==> config.mk <==
export PLATFORM = sky130hd
export DESIGN_NAME = rd_burst_scheduler_flat
export DESIGN_NICKNAME = d
export VERILOG_FILES = /design/src/rtl/rd_burst_if.sv /design/src/rtl/rd_burst_scheduler.sv /design/src/flat_wrapper.sv
export SDC_FILE = /design/constraint.sdc
export NUM_CORES = 1
export LEC_CHECK = 0
export ABC_AREA = 1
export CAP_MARGIN = 20
export CORE_UTILIZATION = 58
export DETAILED_ROUTE_END_ITERATION = 8
export DONT_BUFFER_PORTS = 1
export PLACE_DENSITY = 0.76
export SETUP_SLACK_MARGIN = 0.05
export SYNTH_ARGS = -nofsm -noshare
export SYNTH_HDL_FRONTEND = slang
export SYNTH_SLANG_ARGS = --single-unit
==> constraint.sdc <==
create_clock -name clk_i -period 2.5 [get_ports clk_i]
set_input_delay 0.5 -clock clk_i [delete_from_list [all_inputs] [get_ports clk_i]]
set_output_delay 0.5 -clock clk_i [all_outputs]
set_load 0.02 [all_outputs]
==> src/rtl/rd_burst_if.sv <==
// Bus bundle for rd_burst_scheduler: command intake, Avalon-MM read request and compare-block link.
// "master" is the scheduler side, "slave" is the environment (command source, AMM fabric, compare block).
interface rd_burst_if #(
    parameter int unsigned ADDR_W  = 32,
    parameter int unsigned BURST_W = 11
);
    logic               cmd_valid_i;
    logic               cmd_ready_o;
    logic [ADDR_W-1:0]  cmd_addr_i;
    logic [BURST_W-1:0] cmd_words_i;
    logic [7:0]         cmd_ptrn_i;
    logic               cmd_rnd_i;

    logic               read_o;
    logic [ADDR_W-1:0]  address_o;
    logic [BURST_W-1:0] burstcount_o;
    logic               waitrequest_i;

    logic               cmp_en_o;
    logic [ADDR_W-1:0]  cmp_addr_o;
    logic [BURST_W-2:0] cmp_words_o;
    logic [7:0]         cmp_ptrn_o;
    logic               cmp_rnd_o;
    logic               word_done_i;
    logic               desc_done_i;
    logic               cmp_error_i;

    modport master (
        input  cmd_valid_i, cmd_addr_i, cmd_words_i, cmd_ptrn_i, cmd_rnd_i,
        output cmd_ready_o,
        output read_o, address_o, burstcount_o,
        input  waitrequest_i,
        output cmp_en_o, cmp_addr_o, cmp_words_o, cmp_ptrn_o, cmp_rnd_o,
        input  word_done_i, desc_done_i, cmp_error_i
    );

    modport slave (
        output cmd_valid_i, cmd_addr_i, cmd_words_i, cmd_ptrn_i, cmd_rnd_i,
        input  cmd_ready_o,
        input  read_o, address_o, burstcount_o,
        output waitrequest_i,
        input  cmp_en_o, cmp_addr_o, cmp_words_o, cmp_ptrn_o, cmp_rnd_o,
        output word_done_i, desc_done_i, cmp_error_i
    );
endinterface

==> src/rtl/rd_burst_scheduler.sv <==
// Read-back burst scheduler: turns check commands into credit-gated AMM read bursts plus compare descriptors.
// Optional watchdog enabled by defining RD_SCHED_TIMEOUT_EN.
module rd_burst_scheduler #(
    parameter int unsigned ADDR_W       = 32,
    parameter int unsigned BURST_W      = 11,
    parameter int unsigned DATA_CREDITS = 64,
    parameter int unsigned DESC_CREDITS = 4
`ifdef RD_SCHED_TIMEOUT_EN
    ,
    parameter int unsigned TIMEOUT_CYC  = 4096
`endif
) (
    input  logic              clk_i,
    input  logic              rst_i,
    input  logic              test_start_i,
    rd_burst_if.master        bus,
    output logic              busy_o,
    output logic              halted_o,
    output logic [31:0]       burst_cnt_o
);

    localparam int unsigned DC_W   = 8;
    localparam int unsigned DCN_W  = DC_W + 1;
    localparam int unsigned DS_W   = $clog2(DESC_CREDITS + 1);
    localparam int unsigned DSN_W  = DS_W + 1;
    localparam int unsigned CW_W   = BURST_W - 1;
    localparam int unsigned CMP_W  = (BURST_W > DC_W) ? BURST_W : DC_W;

    localparam logic [1:0] S_IDLE    = 2'd0;
    localparam logic [1:0] S_WAIT_CR = 2'd1;
    localparam logic [1:0] S_ISSUE   = 2'd2;
    localparam logic [1:0] S_HALT    = 2'd3;

    logic [1:0]         state_q, state_d;
    logic               cmd_ready_q, cmd_ready_d;
    logic               read_q, read_d;
    logic [ADDR_W-1:0]  addr_q, addr_d;
    logic [BURST_W-1:0] words_q, words_d;
    logic [CW_W-1:0]    cmp_words_q, cmp_words_d;
    logic [7:0]         ptrn_q, ptrn_d;
    logic               rnd_q, rnd_d;
    logic [DC_W-1:0]    data_credit_q, data_credit_d;
    logic [DS_W-1:0]    desc_credit_q, desc_credit_d;
    logic               busy_q, busy_d;
    logic               halted_q, halted_d;
    logic [31:0]        burst_cnt_q, burst_cnt_d;
    logic               start_pend_q, start_pend_d;
    logic               stop_pend_q, stop_pend_d;

    logic               accept_c, stall_c, soft_rst_c, stop_c, timeout_c;
    logic               cmd_fire_c, oversize_c, credits_ok_c;
    logic [DCN_W-1:0]   dc_net_c;
    logic [DSN_W-1:0]   ds_net_c;

    assign accept_c     = read_q && !bus.waitrequest_i;
    assign stall_c      = read_q && bus.waitrequest_i;
    // A test start never cuts an AMM read short; it is deferred until the read is accepted.
    assign soft_rst_c   = (test_start_i || start_pend_q) && !stall_c;
    assign stop_c       = bus.cmp_error_i || timeout_c;
    assign cmd_fire_c   = bus.cmd_valid_i && cmd_ready_q;
    assign oversize_c   = bus.cmd_words_i > BURST_W'(DATA_CREDITS);
    assign credits_ok_c = (CMP_W'(data_credit_q) >= CMP_W'(words_q)) && (desc_credit_q != '0);

`ifdef RD_SCHED_TIMEOUT_EN
    localparam int unsigned TO_W = $clog2(TIMEOUT_CYC + 1);
    logic [TO_W-1:0] wd_q, wd_d;

    // Watchdog counts cycles with read data outstanding but none returning.
    always_comb begin
        wd_d = wd_q;
        if (bus.word_done_i || test_start_i || (data_credit_q == DC_W'(DATA_CREDITS)))
            wd_d = '0;
        else if (!timeout_c)
            wd_d = wd_q + TO_W'(1);
    end

    always_ff @(posedge clk_i) begin
        if (rst_i) wd_q <= '0;
        else       wd_q <= wd_d;
    end

    assign timeout_c = (wd_q == TO_W'(TIMEOUT_CYC));
`else
    assign timeout_c = 1'b0;
`endif

    always_comb begin
        state_d       = state_q;
        addr_d        = addr_q;
        words_d       = words_q;
        cmp_words_d   = cmp_words_q;
        ptrn_d        = ptrn_q;
        rnd_d         = rnd_q;
        start_pend_d  = start_pend_q || (test_start_i && stall_c);
        stop_pend_d   = stop_pend_q;
        burst_cnt_d   = burst_cnt_q;
        if (accept_c)
            burst_cnt_d = burst_cnt_q + 32'd1;

        // Net credit update; returns beyond the initial credit are dropped.
        dc_net_c = DCN_W'(data_credit_q) - (accept_c ? DCN_W'(words_q) : DCN_W'(0));
        if (bus.word_done_i && (dc_net_c < DCN_W'(DATA_CREDITS)))
            dc_net_c = dc_net_c + DCN_W'(1);
        ds_net_c = DSN_W'(desc_credit_q) - (accept_c ? DSN_W'(1) : DSN_W'(0));
        if (bus.desc_done_i && (ds_net_c < DSN_W'(DESC_CREDITS)))
            ds_net_c = ds_net_c + DSN_W'(1);
        data_credit_d = DC_W'(dc_net_c);
        desc_credit_d = DS_W'(ds_net_c);

        case (state_q)
            S_IDLE: begin
                if (stop_c) begin
                    state_d = S_HALT;
                end else if (cmd_fire_c) begin
                    if (oversize_c) begin
                        state_d = S_HALT;
                    end else begin
                        addr_d      = bus.cmd_addr_i;
                        words_d     = bus.cmd_words_i;
                        cmp_words_d = CW_W'(bus.cmd_words_i - BURST_W'(1));
                        ptrn_d      = bus.cmd_ptrn_i;
                        rnd_d       = bus.cmd_rnd_i;
                        state_d     = S_WAIT_CR;
                    end
                end
            end
            S_WAIT_CR: begin
                if (stop_c)
                    state_d = S_HALT;
                else if (credits_ok_c)
                    state_d = S_ISSUE;
            end
            S_ISSUE: begin
                // A stop request during a stalled read waits for the accept.
                if (accept_c) begin
                    state_d     = (stop_pend_q || stop_c) ? S_HALT : S_IDLE;
                    stop_pend_d = 1'b0;
                end else if (stop_c) begin
                    stop_pend_d = 1'b1;
                end
            end
            S_HALT: begin
                state_d = S_HALT;
            end
            default: begin
                state_d = S_IDLE;
            end
        endcase

        cmd_ready_d = (state_d == S_IDLE);
        read_d      = (state_d == S_ISSUE);
        halted_d    = (state_d == S_HALT);
        busy_d      = (state_q != S_HALT) &&
                      ((state_q != S_IDLE) || (data_credit_q != DC_W'(DATA_CREDITS)));

        if (soft_rst_c) begin
            state_d       = S_IDLE;
            cmd_ready_d   = 1'b0;
            read_d        = 1'b0;
            addr_d        = '0;
            words_d       = '0;
            cmp_words_d   = '0;
            ptrn_d        = '0;
            rnd_d         = 1'b0;
            data_credit_d = DC_W'(DATA_CREDITS);
            desc_credit_d = DS_W'(DESC_CREDITS);
            busy_d        = 1'b0;
            halted_d      = 1'b0;
            burst_cnt_d   = '0;
            start_pend_d  = 1'b0;
            stop_pend_d   = 1'b0;
        end
    end

    always_ff @(posedge clk_i) begin
        if (rst_i) begin
            state_q       <= S_IDLE;
            cmd_ready_q   <= 1'b0;
            read_q        <= 1'b0;
            addr_q        <= '0;
            words_q       <= '0;
            cmp_words_q   <= '0;
            ptrn_q        <= '0;
            rnd_q         <= 1'b0;
            data_credit_q <= DC_W'(DATA_CREDITS);
            desc_credit_q <= DS_W'(DESC_CREDITS);
            busy_q        <= 1'b0;
            halted_q      <= 1'b0;
            burst_cnt_q   <= '0;
            start_pend_q  <= 1'b0;
            stop_pend_q   <= 1'b0;
        end else begin
            state_q       <= state_d;
            cmd_ready_q   <= cmd_ready_d;
            read_q        <= read_d;
            addr_q        <= addr_d;
            words_q       <= words_d;
            cmp_words_q   <= cmp_words_d;
            ptrn_q        <= ptrn_d;
            rnd_q         <= rnd_d;
            data_credit_q <= data_credit_d;
            desc_credit_q <= desc_credit_d;
            busy_q        <= busy_d;
            halted_q      <= halted_d;
            burst_cnt_q   <= burst_cnt_d;
            start_pend_q  <= start_pend_d;
            stop_pend_q   <= stop_pend_d;
        end
    end

    assign bus.cmd_ready_o  = cmd_ready_q;
    assign bus.read_o       = read_q;
    assign bus.address_o    = addr_q;
    assign bus.burstcount_o = words_q;
    // Descriptor push coincides with the AMM accept, so it follows waitrequest directly.
    assign bus.cmp_en_o     = accept_c;
    assign bus.cmp_addr_o   = addr_q;
    assign bus.cmp_words_o  = cmp_words_q;
    assign bus.cmp_ptrn_o   = ptrn_q;
    assign bus.cmp_rnd_o    = rnd_q;
    assign busy_o           = busy_q;
    assign halted_o         = halted_q;
    assign burst_cnt_o      = burst_cnt_q;

endmodule

==> src/flat_wrapper.sv <==
// flat-port wrapper written by rule: the top's interface ports become plain ports
module rd_burst_scheduler_flat 
#(
    parameter int unsigned ADDR_W       = 32,
    parameter int unsigned BURST_W      = 11,
    parameter int unsigned DATA_CREDITS = 64,
    parameter int unsigned DESC_CREDITS = 4

)
  (clk_i, rst_i, test_start_i, busy_o, halted_o, burst_cnt_o, bus_cmd_valid_i, bus_cmd_addr_i, bus_cmd_words_i, bus_cmd_ptrn_i, bus_cmd_rnd_i, bus_cmd_ready_o, bus_read_o, bus_address_o, bus_burstcount_o, bus_waitrequest_i, bus_cmp_en_o, bus_cmp_addr_o, bus_cmp_words_o, bus_cmp_ptrn_o, bus_cmp_rnd_o, bus_word_done_i, bus_desc_done_i, bus_cmp_error_i);
  rd_burst_if #(.ADDR_W(ADDR_W), .BURST_W(BURST_W)) bus_i ();
  input  logic clk_i;
  input  logic rst_i;
  input  logic test_start_i;
  output logic busy_o;
  output logic halted_o;
  output logic [31:0] burst_cnt_o;
  input wire logic [$bits(bus_i.cmd_valid_i)-1:0] bus_cmd_valid_i;
  input wire logic [$bits(bus_i.cmd_addr_i)-1:0] bus_cmd_addr_i;
  input wire logic [$bits(bus_i.cmd_words_i)-1:0] bus_cmd_words_i;
  input wire logic [$bits(bus_i.cmd_ptrn_i)-1:0] bus_cmd_ptrn_i;
  input wire logic [$bits(bus_i.cmd_rnd_i)-1:0] bus_cmd_rnd_i;
  output wire logic [$bits(bus_i.cmd_ready_o)-1:0] bus_cmd_ready_o;
  output wire logic [$bits(bus_i.read_o)-1:0] bus_read_o;
  output wire logic [$bits(bus_i.address_o)-1:0] bus_address_o;
  output wire logic [$bits(bus_i.burstcount_o)-1:0] bus_burstcount_o;
  input wire logic [$bits(bus_i.waitrequest_i)-1:0] bus_waitrequest_i;
  output wire logic [$bits(bus_i.cmp_en_o)-1:0] bus_cmp_en_o;
  output wire logic [$bits(bus_i.cmp_addr_o)-1:0] bus_cmp_addr_o;
  output wire logic [$bits(bus_i.cmp_words_o)-1:0] bus_cmp_words_o;
  output wire logic [$bits(bus_i.cmp_ptrn_o)-1:0] bus_cmp_ptrn_o;
  output wire logic [$bits(bus_i.cmp_rnd_o)-1:0] bus_cmp_rnd_o;
  input wire logic [$bits(bus_i.word_done_i)-1:0] bus_word_done_i;
  input wire logic [$bits(bus_i.desc_done_i)-1:0] bus_desc_done_i;
  input wire logic [$bits(bus_i.cmp_error_i)-1:0] bus_cmp_error_i;
  assign bus_i.cmd_valid_i = bus_cmd_valid_i;
  assign bus_i.cmd_addr_i = bus_cmd_addr_i;
  assign bus_i.cmd_words_i = bus_cmd_words_i;
  assign bus_i.cmd_ptrn_i = bus_cmd_ptrn_i;
  assign bus_i.cmd_rnd_i = bus_cmd_rnd_i;
  assign bus_cmd_ready_o = bus_i.cmd_ready_o;
  assign bus_read_o = bus_i.read_o;
  assign bus_address_o = bus_i.address_o;
  assign bus_burstcount_o = bus_i.burstcount_o;
  assign bus_i.waitrequest_i = bus_waitrequest_i;
  assign bus_cmp_en_o = bus_i.cmp_en_o;
  assign bus_cmp_addr_o = bus_i.cmp_addr_o;
  assign bus_cmp_words_o = bus_i.cmp_words_o;
  assign bus_cmp_ptrn_o = bus_i.cmp_ptrn_o;
  assign bus_cmp_rnd_o = bus_i.cmp_rnd_o;
  assign bus_i.word_done_i = bus_word_done_i;
  assign bus_i.desc_done_i = bus_desc_done_i;
  assign bus_i.cmp_error_i = bus_cmp_error_i;
  rd_burst_scheduler #(.ADDR_W(ADDR_W), .BURST_W(BURST_W), .DATA_CREDITS(DATA_CREDITS), .DESC_CREDITS(DESC_CREDITS)) u_core (.clk_i(clk_i), .rst_i(rst_i), .test_start_i(test_start_i), .bus(bus_i), .busy_o(busy_o), .halted_o(halted_o), .burst_cnt_o(burst_cnt_o));
endmodule
# After elaboration in Yosys (flattened, before gate mapping)
# Cells that the tools add are included.
classes:
  addsub: 6
  magnitude_cmp: 4
  n_eq_ne: 7
  mux: 14
  bitwise: 2
  n_reduce_logical: 23
ops:
  columns: ["op", "n"]
  rows:
  - ["$add 32x1->32 const B", 1]
  - ["$mux 2", 7]
  - ["$ge 8x11->1", 1]
  - ["$gt 11x7->1 const B", 1]
  - ["$sub 10x1->10 const B", 1]
  - ["$logic_and 1x1->1", 9]
  - ["$lt 9x7->1 const B", 1]
  - ["$mux 9", 1]
  - ["$sub 8x9->9", 1]
  - ["$add 8x1->8 const B", 1]
  - ["$eq 2x2->1 const B", 4]
  - ["$mux 8", 1]
  - ["$ne 8x7->1 const B", 1]
  - ["$pmux 2 s4", 1]
  - ["$logic_not 2->1", 2]
  - ["$logic_or 1x1->1", 4]
  - ["$lt 4x3->1 const B", 1]
  - ["$reduce_and 4->1", 1]
  - ["$reduce_bool 2->1", 2]
  - ["$sub 3x1->4", 1]
  - ["$add 3x1->3 const B", 1]
  - ["$mux 1", 3]
  - ["$mux 3", 1]
  - ["$reduce_bool 3->1", 1]
  - ["6 further kinds", 8]
totals:
  regBits: 113

# Logic depth before layout (Yosys ltp)
# Gate-level depths: netlist of run 1.
depth:
  word_depth: 7
  ltp_mapped: 18
  depth_no_buf: 17

# Least setup slack after synthesis of run 1
# No wires, ideal clock.
synth_path:
  path_type: "in2reg"
  startpoint: "input bus_waitrequest_i"
  endpoint: "register u_core.data_credit_q[5]"
  arrival_ns: 2.681
  t_required_ns: 2.368
  setup_slack_ns: -0.313
  stages: 16
  path_buffers: 1
  path_cell_list: "inv_1 -> nand2_1 -> inv_2 -> buf_1 -> nand2_1 -> fa_1 -> nand3_1 -> nand2_1 -> nand2_1 -> nand2_1 -> nand2_1 -> nand2_1 -> nor2_2 -> nand2_2 -> nand2_1 -> a21oi_1"
synth_between:
  elab_chain_len: 7
synth_lines:
  columns: ["item", "line", "text"]
  rows:
  - ["from (decl)", "flat_wrapper.sv:27", "input wire logic [$bits(bus_i.waitrequest_i)-1:0] bus_waitrequest_i;"]
  - ["$logic_not 1->1 (*)", "rd_burst_scheduler.sv:55", "assign accept_c = read_q && !bus.waitrequest_i;"]
  - ["$logic_and 1x1->1 (*)", "rd_burst_scheduler.sv:55", null]
  - ["named net bus_cmp_en_o", "flat_wrapper.sv:28", "output wire logic [$bits(bus_i.cmp_en_o)-1:0] bus_cmp_en_o;"]
  - ["$mux 9 (*)", "rd_burst_scheduler.sv:101", "dc_net_c = DCN_W'(data_credit_q) - (accept_c ? DCN_W'(words_q) : DCN_W'(0));"]
  - ["$sub 8x9->9 (*)", "rd_burst_scheduler.sv:101", null]
  - ["$lt 9x7->1", "rd_burst_scheduler.sv:102", "if (bus.word_done_i && (dc_net_c < DCN_W'(DATA_CREDITS)))"]
  - ["$logic_and 1x1->1", "rd_burst_scheduler.sv:102", null]
  - ["$mux 8 (*)", "rd_burst_scheduler.sv:102", null]
  - ["to (signal assigned)", "rd_burst_scheduler.sv:185", "data_credit_q <= DC_W'(DATA_CREDITS);"]
  - ["to (signal assigned)", "rd_burst_scheduler.sv:201", "data_credit_q <= data_credit_d;"]
  - ["to (decl)", "rd_burst_scheduler.sv:42", "logic [DC_W-1:0] data_credit_q, data_credit_d;"]
# The timed path passes the listed nets; every way through them passes the cells marked *.
# A chain may end at the register's enable or synchronous reset.

# Worst setup path after layout of run 1
layout_path:
  startpoint: "register u_core.read_q, in the netlist u_core.bus.read_o"
  endpoint: "register u_core.data_credit_q[1]"
layout_between:
  elab_chain_len: 6
layout_lines:
  columns: ["item", "line", "text"]
  rows:
  - ["from (decl)", "rd_burst_scheduler.sv:36", "logic read_q, read_d;"]
  - ["from (signal assigned)", "rd_burst_scheduler.sv:195", "read_q <= read_d;"]
  - ["$logic_and 1x1->1", "rd_burst_scheduler.sv:55", null]
  - ["$mux 9", "rd_burst_scheduler.sv:101", null]
  - ["$sub 8x9->9", "rd_burst_scheduler.sv:101", null]
  - ["$lt 9x7->1", "rd_burst_scheduler.sv:102", null]
  - ["$logic_and 1x1->1", "rd_burst_scheduler.sv:102", null]
  - ["$mux 8", "rd_burst_scheduler.sv:102", null]
# Several ways; a longest one is shown, not always the timed one.

==> flow_metrics.env, run 1 <==
export IMPL_setup_violations_final=0
export IMPL_hpwl_um=10500
export IMPL_latest_clock_arrival_within_the_worst_skew_pair_ps=520
export IMPL_finish_utilization_pct=66.8
export IMPL_synth_xor_area_share_pct=2.37
export IMPL_power_share_combinational_pct=2.7
export IMPL_cts_root_to_sink_buffers=2
export IMPL_outcome="finished clean"
export IMPL_synth_edf_count=0
export IMPL_detailroute_via_count=5418
export IMPL_tns_ps=0
export IMPL_wl_per_cell_um=14.6
export IMPL_tritoncts="yes"
export IMPL_worst_setup_hold_path_clk_slew_ps=60
export IMPL_total_placed_cells_including_tap_cells=959
export IMPL_synth_top_area_share_pct=38.2
export IMPL_max_cap_violations=0
export IMPL_cts_buffers_inserted=17
export IMPL_insertedDiodeCount=0
export IMPL_postRouteWirelength_um=14500
export IMPL_synth_compound_gate_area_share_pct=11.1
export IMPL_crit_reg2reg_capture="u_core.data_credit_q[1]"
export IMPL_whs_ps=57.8
export IMPL_num_io_pins=191
export IMPL_antenna_violations_before_repair=0
export IMPL_category_of_the_critical_setup_timing_path="reg -> reg"
export IMPL_drt_drc_violations_left=0
export IMPL_tritoncts_num_sinks=113
export IMPL_drt_vias_per_instance=5.46
export IMPL_vdd_ir_max_v=0.000442
export IMPL_grt_pass1_vias=5182
export IMPL_ctsHtreeMaxLevel=4
export IMPL_core_region_area_um2=9820
export IMPL_layout_cells_non_filler=992
export IMPL_regToRegSetupSlack_ps=250
export IMPL_report_final_hold_viol_count=0
export IMPL_synth_top_family_by_area="simple AND/OR/NAND/NOR gates"
export IMPL_min_path_type="in -> reg"
export IMPL_worst_slew_pin_slew_ps=558
export IMPL_timing_critical_path_fanout_max=7
export IMPL_crit_path_start="u_core.bus.read_o"
export IMPL_min_period_ps=2250
export IMPL_place_congestion=0.864
export IMPL_fmax_mhz=445
export IMPL_switching_share_pct=21.8
export IMPL_clock_power_share_pct=56.2
export IMPL_syn_cell_area_um2=5920
export IMPL_worst_clock_skew_ps=12.5
export IMPL_instance_count_of_the_mapped_netlist=863
export IMPL_share_of_the_yosys_chip_area_belonging_to_registers_pct=38.2
export IMPL_grt_total_usage_pct=28.5
export IMPL_antenna_nets_post_route=0
export IMPL_initial_core_util_pct=60.3
export IMPL_first_iter_violations=193
export IMPL_number_of_nets_at_the_end_of_the_flow=930
export IMPL_grt_first_pass_wirelength_um=23300
export IMPL_share_of_synthesized_registers_carrying_an_async_set_or_reset_pct=0
export IMPL_layout_area_overhead_vs_synth_pct=10.8
export IMPL_synthTopCellsByArea="sky130_fd_sc_hd__dfxtp_1, sky130_fd_sc_hd__nand2_1, sky130_fd_sc_hd__nor2_1, sky130_fd_sc_hd__inv_1, sky130_fd_sc_hd__o21ai_0"
export IMPL_crit_path_end="u_core.data_credit_q[1]"
export IMPL_netlist_top_cell_by_area="sky130_fd_sc_hd__dfxtp_1"
export IMPL_critical_path_endpoint_type="flip-flop"
export IMPL_postSynthNetCount=947
export IMPL_postCtsHoldBufs=0
export IMPL_powerDensity_nw_per_um2=676
export IMPL_min_period_over_period_pct=90.0
export IMPL_reg2reg_from="u_core.bus.read_o"
export IMPL_startpoint_kind_of_the_worst_setup_timing_path="flip-flop"
export IMPL_share_seq_of_total_power_pct=41.1
export IMPL_rows=36
export IMPL_drv_slew=0
export IMPL_post_synth_and_or_nand_nor_area_fraction_pct=30.8
export IMPL_die_area_um2=10600
export IMPL_port_buffer_count=0
export IMPL_postSynthRegisterBits=113
export IMPL_internal_power_mw=3.47
export IMPL_dp_worst_setup_slack_ps=-35.5
export IMPL_cts_root_buf="sky130_fd_sc_hd__clkbuf_8"
export IMPL_drive_gt1_share_pct=8.73
export IMPL_grt_setup_unrepaired="false"
export IMPL_post_route_worst_setup_slack_ps=250
export IMPL_slew_headroom_pct=62.8
export IMPL_worst_endpoint_arrival_ps=2700
export IMPL_dominantRegCellSynth="sky130_fd_sc_hd__dfxtp_1"
export IMPL_total_switching_power_mw=0.966
export IMPL_pin_count_of_the_biggest_net_entering_global_routing=57
export IMPL_leakage_nw=2.89
export IMPL_critPathRequiredTime_ps=2950
export IMPL_worst_r2r_path_depth=13
export IMPL_synth_warnings=0
export IMPL_globalRoute_totalOverflow=0
export IMPL_avgSynthCellArea_um2=6.86
export IMPL_die_width_um=103
export IMPL_synthMuxAreaShare_pct=0
export IMPL_synth_distinct_cells=36
export IMPL_drt_first_pass_iters=5
export IMPL_die_h_um=103
export IMPL_synthAdderAreaFrac_pct=5.20
flip-flops by register name, indices dropped and copies added, names as in the netlist:
name and flops:
u_core.burst_cnt_o 32, u_core.bus.address_o 32, u_core.bus.burstcount_o 11, u_core.bus.cmp_words_o 10, u_core.bus.cmp_ptrn_o 8, u_core.data_credit_q 8, u_core.desc_credit_q 3, u_core.state_q 2
u_core.bus.cmd_ready_o 1, u_core.bus.cmp_rnd_o 1, u_core.bus.read_o 1, u_core.busy_o 1, u_core.halted_o 1, u_core.start_pend_q 1, u_core.stop_pend_q 1
cell families (layout without fill, tap and decap cells):
kind of cell               count (synthesis)  in the layout
AOI/OAI and AO/OA                        124            124
adders and majority gates                 24             24
and+or+nand+nor                          429            429
buffers and inverters                    157            153
DFF                                      113            113
xor gates and xnor gates                  16             16
synth_stat cells, types with 9 or more instances:
cell type	number
sky130_fd_sc_hd__o21ai_0	63
sky130_fd_sc_hd__inv_1	96
sky130_fd_sc_hd__nor2_1	156
sky130_fd_sc_hd__dfxtp_1	113
sky130_fd_sc_hd__nand4_1	15
sky130_fd_sc_hd__nand3_1	49
sky130_fd_sc_hd__ha_1	23
sky130_fd_sc_hd__buf_2	11
sky130_fd_sc_hd__buf_4	32
sky130_fd_sc_hd__xor2_1	9
sky130_fd_sc_hd__clkbuf_1	11
sky130_fd_sc_hd__nor3_1	12
sky130_fd_sc_hd__nand2_1	173
sky130_fd_sc_hd__a21oi_1	44
timing repair:
item | CTS | global route
gates resized for setup | 0 | 6
endpoints found under the setup margin | 0 | 6
setup buffers | 0 | 1
power groups by stage:
stage	clock network [mW]	registers, mW	logic, mW
2_1_floorplan	0	1.86	0.0880
3_3_place_gp	0	1.86	0.116
3_5_place_dp	0	1.86	0.120
4_1_cts	2.52	1.82	0.121
5_1_grt	2.60	1.82	0.138
6_report	2.49	1.82	0.121
cell type report:
type	instances	area (um^2)
clock buffer	19	422
tap	133	166
sequential	113	2260
timing repair buffer	21	183
clock inverter	13	188
fill	881	3260
inverter	100	378
multi-input combinational	593	2960
worst max-delay path: stages, from the launching register on:
cell                      delay [ps]
sky130_fd_sc_hd__dfxtp_1         340
sky130_fd_sc_hd__nand2_2         110
sky130_fd_sc_hd__nor2_1          110
sky130_fd_sc_hd__ha_1            160
sky130_fd_sc_hd__inv_1            70
sky130_fd_sc_hd__fa_2            400
sky130_fd_sc_hd__nand2_1         110
sky130_fd_sc_hd__nand3_1          80
sky130_fd_sc_hd__nand2_1          80
sky130_fd_sc_hd__nand3_1         130
sky130_fd_sc_hd__nor2_4          240
sky130_fd_sc_hd__buf_4           150
sky130_fd_sc_hd__nand3_1          70
sky130_fd_sc_hd__a21oi_1         140
through the flow:
| stage | area (um^2) | total power, mW |
|---|---|---|
| floorplan | 5930 | 1.95 |
| global placement | 5920 | 1.97 |
| detailed placement | 5920 | 1.98 |
| CTS | 6530 | 4.46 |
| global route | 6560 | 4.55 |
| finish | 6560 | 4.43 |
routing by layer:
layer	vias up	GRT usage [%]	part of all wire [%]
met3	37	8.47	7.6
met2	221	49.8	48
met5	-	0	0
li1	2703	-	-
met1	2457	31.8	42
met4	0	13.8	3.1
worst min-delay path by stage:
stage / slack [ps] / start / to / cells after the start
finish: 60 / rst_i / u_core.start_pend_q / 1
global route: 40 / rst_i / u_core.start_pend_q / 1
CTS: 40 / rst_i / u_core.start_pend_q / 1
detailed placement: 520 / u_core.start_pend_q / u_core.start_pend_q / 2
global placement: 500 / u_core.start_pend_q / u_core.start_pend_q / 2
floorplan: 470 / u_core.start_pend_q / u_core.start_pend_q / 2
cells in the final DEF, fill, tap and decap left out, drive strengths merged, types with 7 or more instances in the layout:
cell type,n
nor3,15
nand4,15
xor2,9
clkbuf,19
xnor2,7
o21ai,67
nand3,51
ha,23
a21oi,44
buf,21
nand2,176
inv,100
dfxtp,113
nor2,162
No activity file was read; power rests on OpenSTA's default activity.
==> run 2: changes to the inputs <==
--- a/config.mk
+++ b/config.mk
@@ -7,10 +7,11 @@
 export LEC_CHECK = 0
 export ABC_AREA = 1
 export CAP_MARGIN = 20
-export CORE_UTILIZATION = 58
+export CELL_PAD_IN_SITES_DETAIL_PLACEMENT = 0
+export CELL_PAD_IN_SITES_GLOBAL_PLACEMENT = 1
+export CORE_UTILIZATION = 29
 export DETAILED_ROUTE_END_ITERATION = 8
-export DONT_BUFFER_PORTS = 1
-export PLACE_DENSITY = 0.76
+export PLACE_DENSITY_LB_ADDON = 0.1
 export SETUP_SLACK_MARGIN = 0.05
 export SYNTH_ARGS = -nofsm -noshare
 export SYNTH_HDL_FRONTEND = slang
==> flow_metrics.env, run 2 (synthesized netlist as in run 1, its figures left out) <==
export IMPL_layout_area_overhead_vs_synth_pct=51.0
export IMPL_clock_power_share_pct=55.3
export IMPL_report_final_hold_viol_count=0
export IMPL_first_iter_violations=295
export IMPL_cts_buffers_inserted=17
export IMPL_globalRoute_totalOverflow=0
export IMPL_finalInstanceArea_um2=8940
export IMPL_grt_total_usage_pct=18.0
export IMPL_die_width_um=145
export IMPL_multi_input_comb_area_um2=3020
export IMPL_slew_headroom_pct=64.1
export IMPL_tritoncts="yes"
export IMPL_drive_gt1_share_pct=11.0
export IMPL_max_cap_violations=0
export IMPL_leakage_nw=3.72
export IMPL_fmax_mhz=441
export IMPL_final_seq_area_um2=2260
export IMPL_internal_power_mw=3.54
export IMPL_postRouteWirelength_um=18000
export IMPL_drt_vias_per_instance=4.47
export IMPL_wl_per_cell_um=13.4
export IMPL_place_congestion=0.806
export IMPL_critical_path_endpoint_type="flip-flop"
export IMPL_timing_hold_worst_start="bus_waitrequest_i"
export IMPL_worst_slew_pin_slew_ps=534
export IMPL_category_of_the_critical_setup_timing_path="reg -> reg"
export IMPL_switching_share_pct=22.9
export IMPL_critPathRequiredTime_ps=2780
export IMPL_tritoncts_num_sinks=113
export IMPL_cts_root_to_sink_buffers=2
export IMPL_pin_count_of_the_biggest_net_entering_global_routing=44
export IMPL_rows=51
export IMPL_power_share_combinational_pct=5.3
export IMPL_drt_drc_violations_left=0
export IMPL_dpl_cell_area_um2=8200
export IMPL_share_seq_of_total_power_pct=39.5
export IMPL_grt_first_pass_wirelength_um=29000
export IMPL_worst_setup_hold_path_clk_slew_ps=60
export IMPL_total_placed_cells_including_tap_cells=1304
export IMPL_antenna_nets_post_route=0
export IMPL_timing_critical_path_fanout_max=4
export IMPL_most_used_cells_in_the_layout_excluding_fill_and_tap_cells="sky130_fd_sc_hd__clkdlybuf4s50_1, sky130_fd_sc_hd__nand2_1, sky130_fd_sc_hd__nor2_1"
export IMPL_num_io_pins=191
export IMPL_worst_endpoint_arrival_ps=2550
export IMPL_vdd_ir_max_v=0.000524
export IMPL_outcome="finished clean"
export IMPL_whs_ps=403
export IMPL_mostFrequentLayoutCell="sky130_fd_sc_hd__clkdlybuf4s50_1"
export IMPL_grt_pass1_vias=5733
export IMPL_core_region_area_um2=19700
export IMPL_min_period_ps=2270
export IMPL_die_h_um=145
export IMPL_ctsHtreeMaxLevel=4
export IMPL_grt_util_met1_pct=22.4
export IMPL_min_path_type="in -> reg"
export IMPL_detailroute_via_count=6000
export IMPL_number_of_nets_at_the_end_of_the_flow=1147
export IMPL_worst_clock_skew_ps=17.6
export IMPL_hpwl_um=13400
export IMPL_total_switching_power_mw=1.05
export IMPL_startpoint_kind_of_the_worst_setup_timing_path="flip-flop"
export IMPL_tns_ps=0
export IMPL_crit_path_start="u_core.bus.read_o"
export IMPL_nFillCells=2030
export IMPL_use_met3_pct=3.49
export IMPL_drt_first_pass_iters=4
export IMPL_antenna_violations_before_repair=1
export IMPL_setup_violations_final=0
export IMPL_cts_root_buf="sky130_fd_sc_hd__clkbuf_16"
export IMPL_min_period_over_period_pct=90.7
export IMPL_initial_core_util_pct=30.0
export IMPL_latest_clock_arrival_within_the_worst_skew_pair_ps=420
export IMPL_die_area_um2=21000
export IMPL_grt_most_used_layer="met2"
export IMPL_drv_slew=0
export IMPL_layout_cells_non_filler=1342
export IMPL_grt_use_met2_pct=31.0
export IMPL_port_buffer_count=190
export IMPL_grt_setup_unrepaired="false"
export IMPL_powerDensity_nw_per_um2=514
export IMPL_reg2reg_from="u_core.bus.read_o"
[run 2: cell count changes in the layout (fill, tap and decap cells not counted), moves of 3 or more]
cell                              delta
sky130_fd_sc_hd__nand2_1             -4
sky130_fd_sc_hd__buf_4              +22
sky130_fd_sc_hd__clkdlybuf4s50_1   +188
sky130_fd_sc_hd__buf_12              +3
sky130_fd_sc_hd__nand2_2             +3
sky130_fd_sc_hd__inv_6               +4
sky130_fd_sc_hd__ha_1                -4
[run 2: power groups by stage]
stage          Combinational, mW  Clock, mW  Sequential [mW]
2_1_floorplan             0.0880          0             1.86
3_3_place_gp               0.243          0             1.86
3_5_place_dp               0.242          0             1.86
4_1_cts                    0.243       2.61             1.82
5_1_grt                    0.268       2.70             1.82
6_report                   0.242       2.54             1.82
[run 2: area by class of cell]
class / instances / share of cell area, %
antenna: 1 / 0.0280
clock buffer: 18 / 4.91
clock inverter: 14 / 1.99
inverter: 100 / 4.23
multi-input combinational: 593 / 33.7
sequential: 113 / 25.3
tap: 265 / 3.71
timing repair buffer: 238 / 26.1
[run 2: worst paths after layout]
path,slack [ps],to,cells past startpoint
max,230,u_core.data_credit_q[5],14
max reg2reg,230,u_core.data_credit_q[5],14
min,400,u_core.start_pend_q,3
min reg2reg,450,u_core.bus.cmp_words_o[9],2
[run 2: what timing repair did]
item,CTS,global route
setup buffers,2,3
pin swaps,1,5
setup endpoints to repair,7,8
gates resized for setup,8,17
hold buffers,0,0
[run 2: critical path, stage by stage, from the launching register on]
cell	delay, ps
sky130_fd_sc_hd__dfxtp_1	400
sky130_fd_sc_hd__nand2_4	100
sky130_fd_sc_hd__nor2_2	110
sky130_fd_sc_hd__ha_2	170
sky130_fd_sc_hd__inv_2	40
sky130_fd_sc_hd__fa_2	410
sky130_fd_sc_hd__buf_4	150
sky130_fd_sc_hd__nand2_1	60
sky130_fd_sc_hd__nand2_2	90
sky130_fd_sc_hd__nor2_2	150
sky130_fd_sc_hd__nand3_1	100
sky130_fd_sc_hd__o21ai_0	150
sky130_fd_sc_hd__nand2_1	60
sky130_fd_sc_hd__nand3_1	70
sky130_fd_sc_hd__a21oi_1	60
[run 2: per-layer routing]
metal | vias to the layer above | part of all wire (%) | wire (um)
met5 | - | 0 | 0
met4 | 0 | 0.79 | 142
met3 | 10 | 4.3 | 783
met2 | 127 | 48 | 8570
met1 | 2719 | 47 | 8530
li1 | 3144 | - | -
[run 2: per-stage QoR]
step	util [%]	power, mW	setup WS (ps)
2_1_floorplan	-	1.95	59.7
3_3_place_gp	41.6	2.10	-481
3_5_place_dp	41.6	2.10	-521
4_1_cts	45.0	4.67	81.4
5_1_grt	45.3	4.78	73.4
6_report	45.3	4.60	232
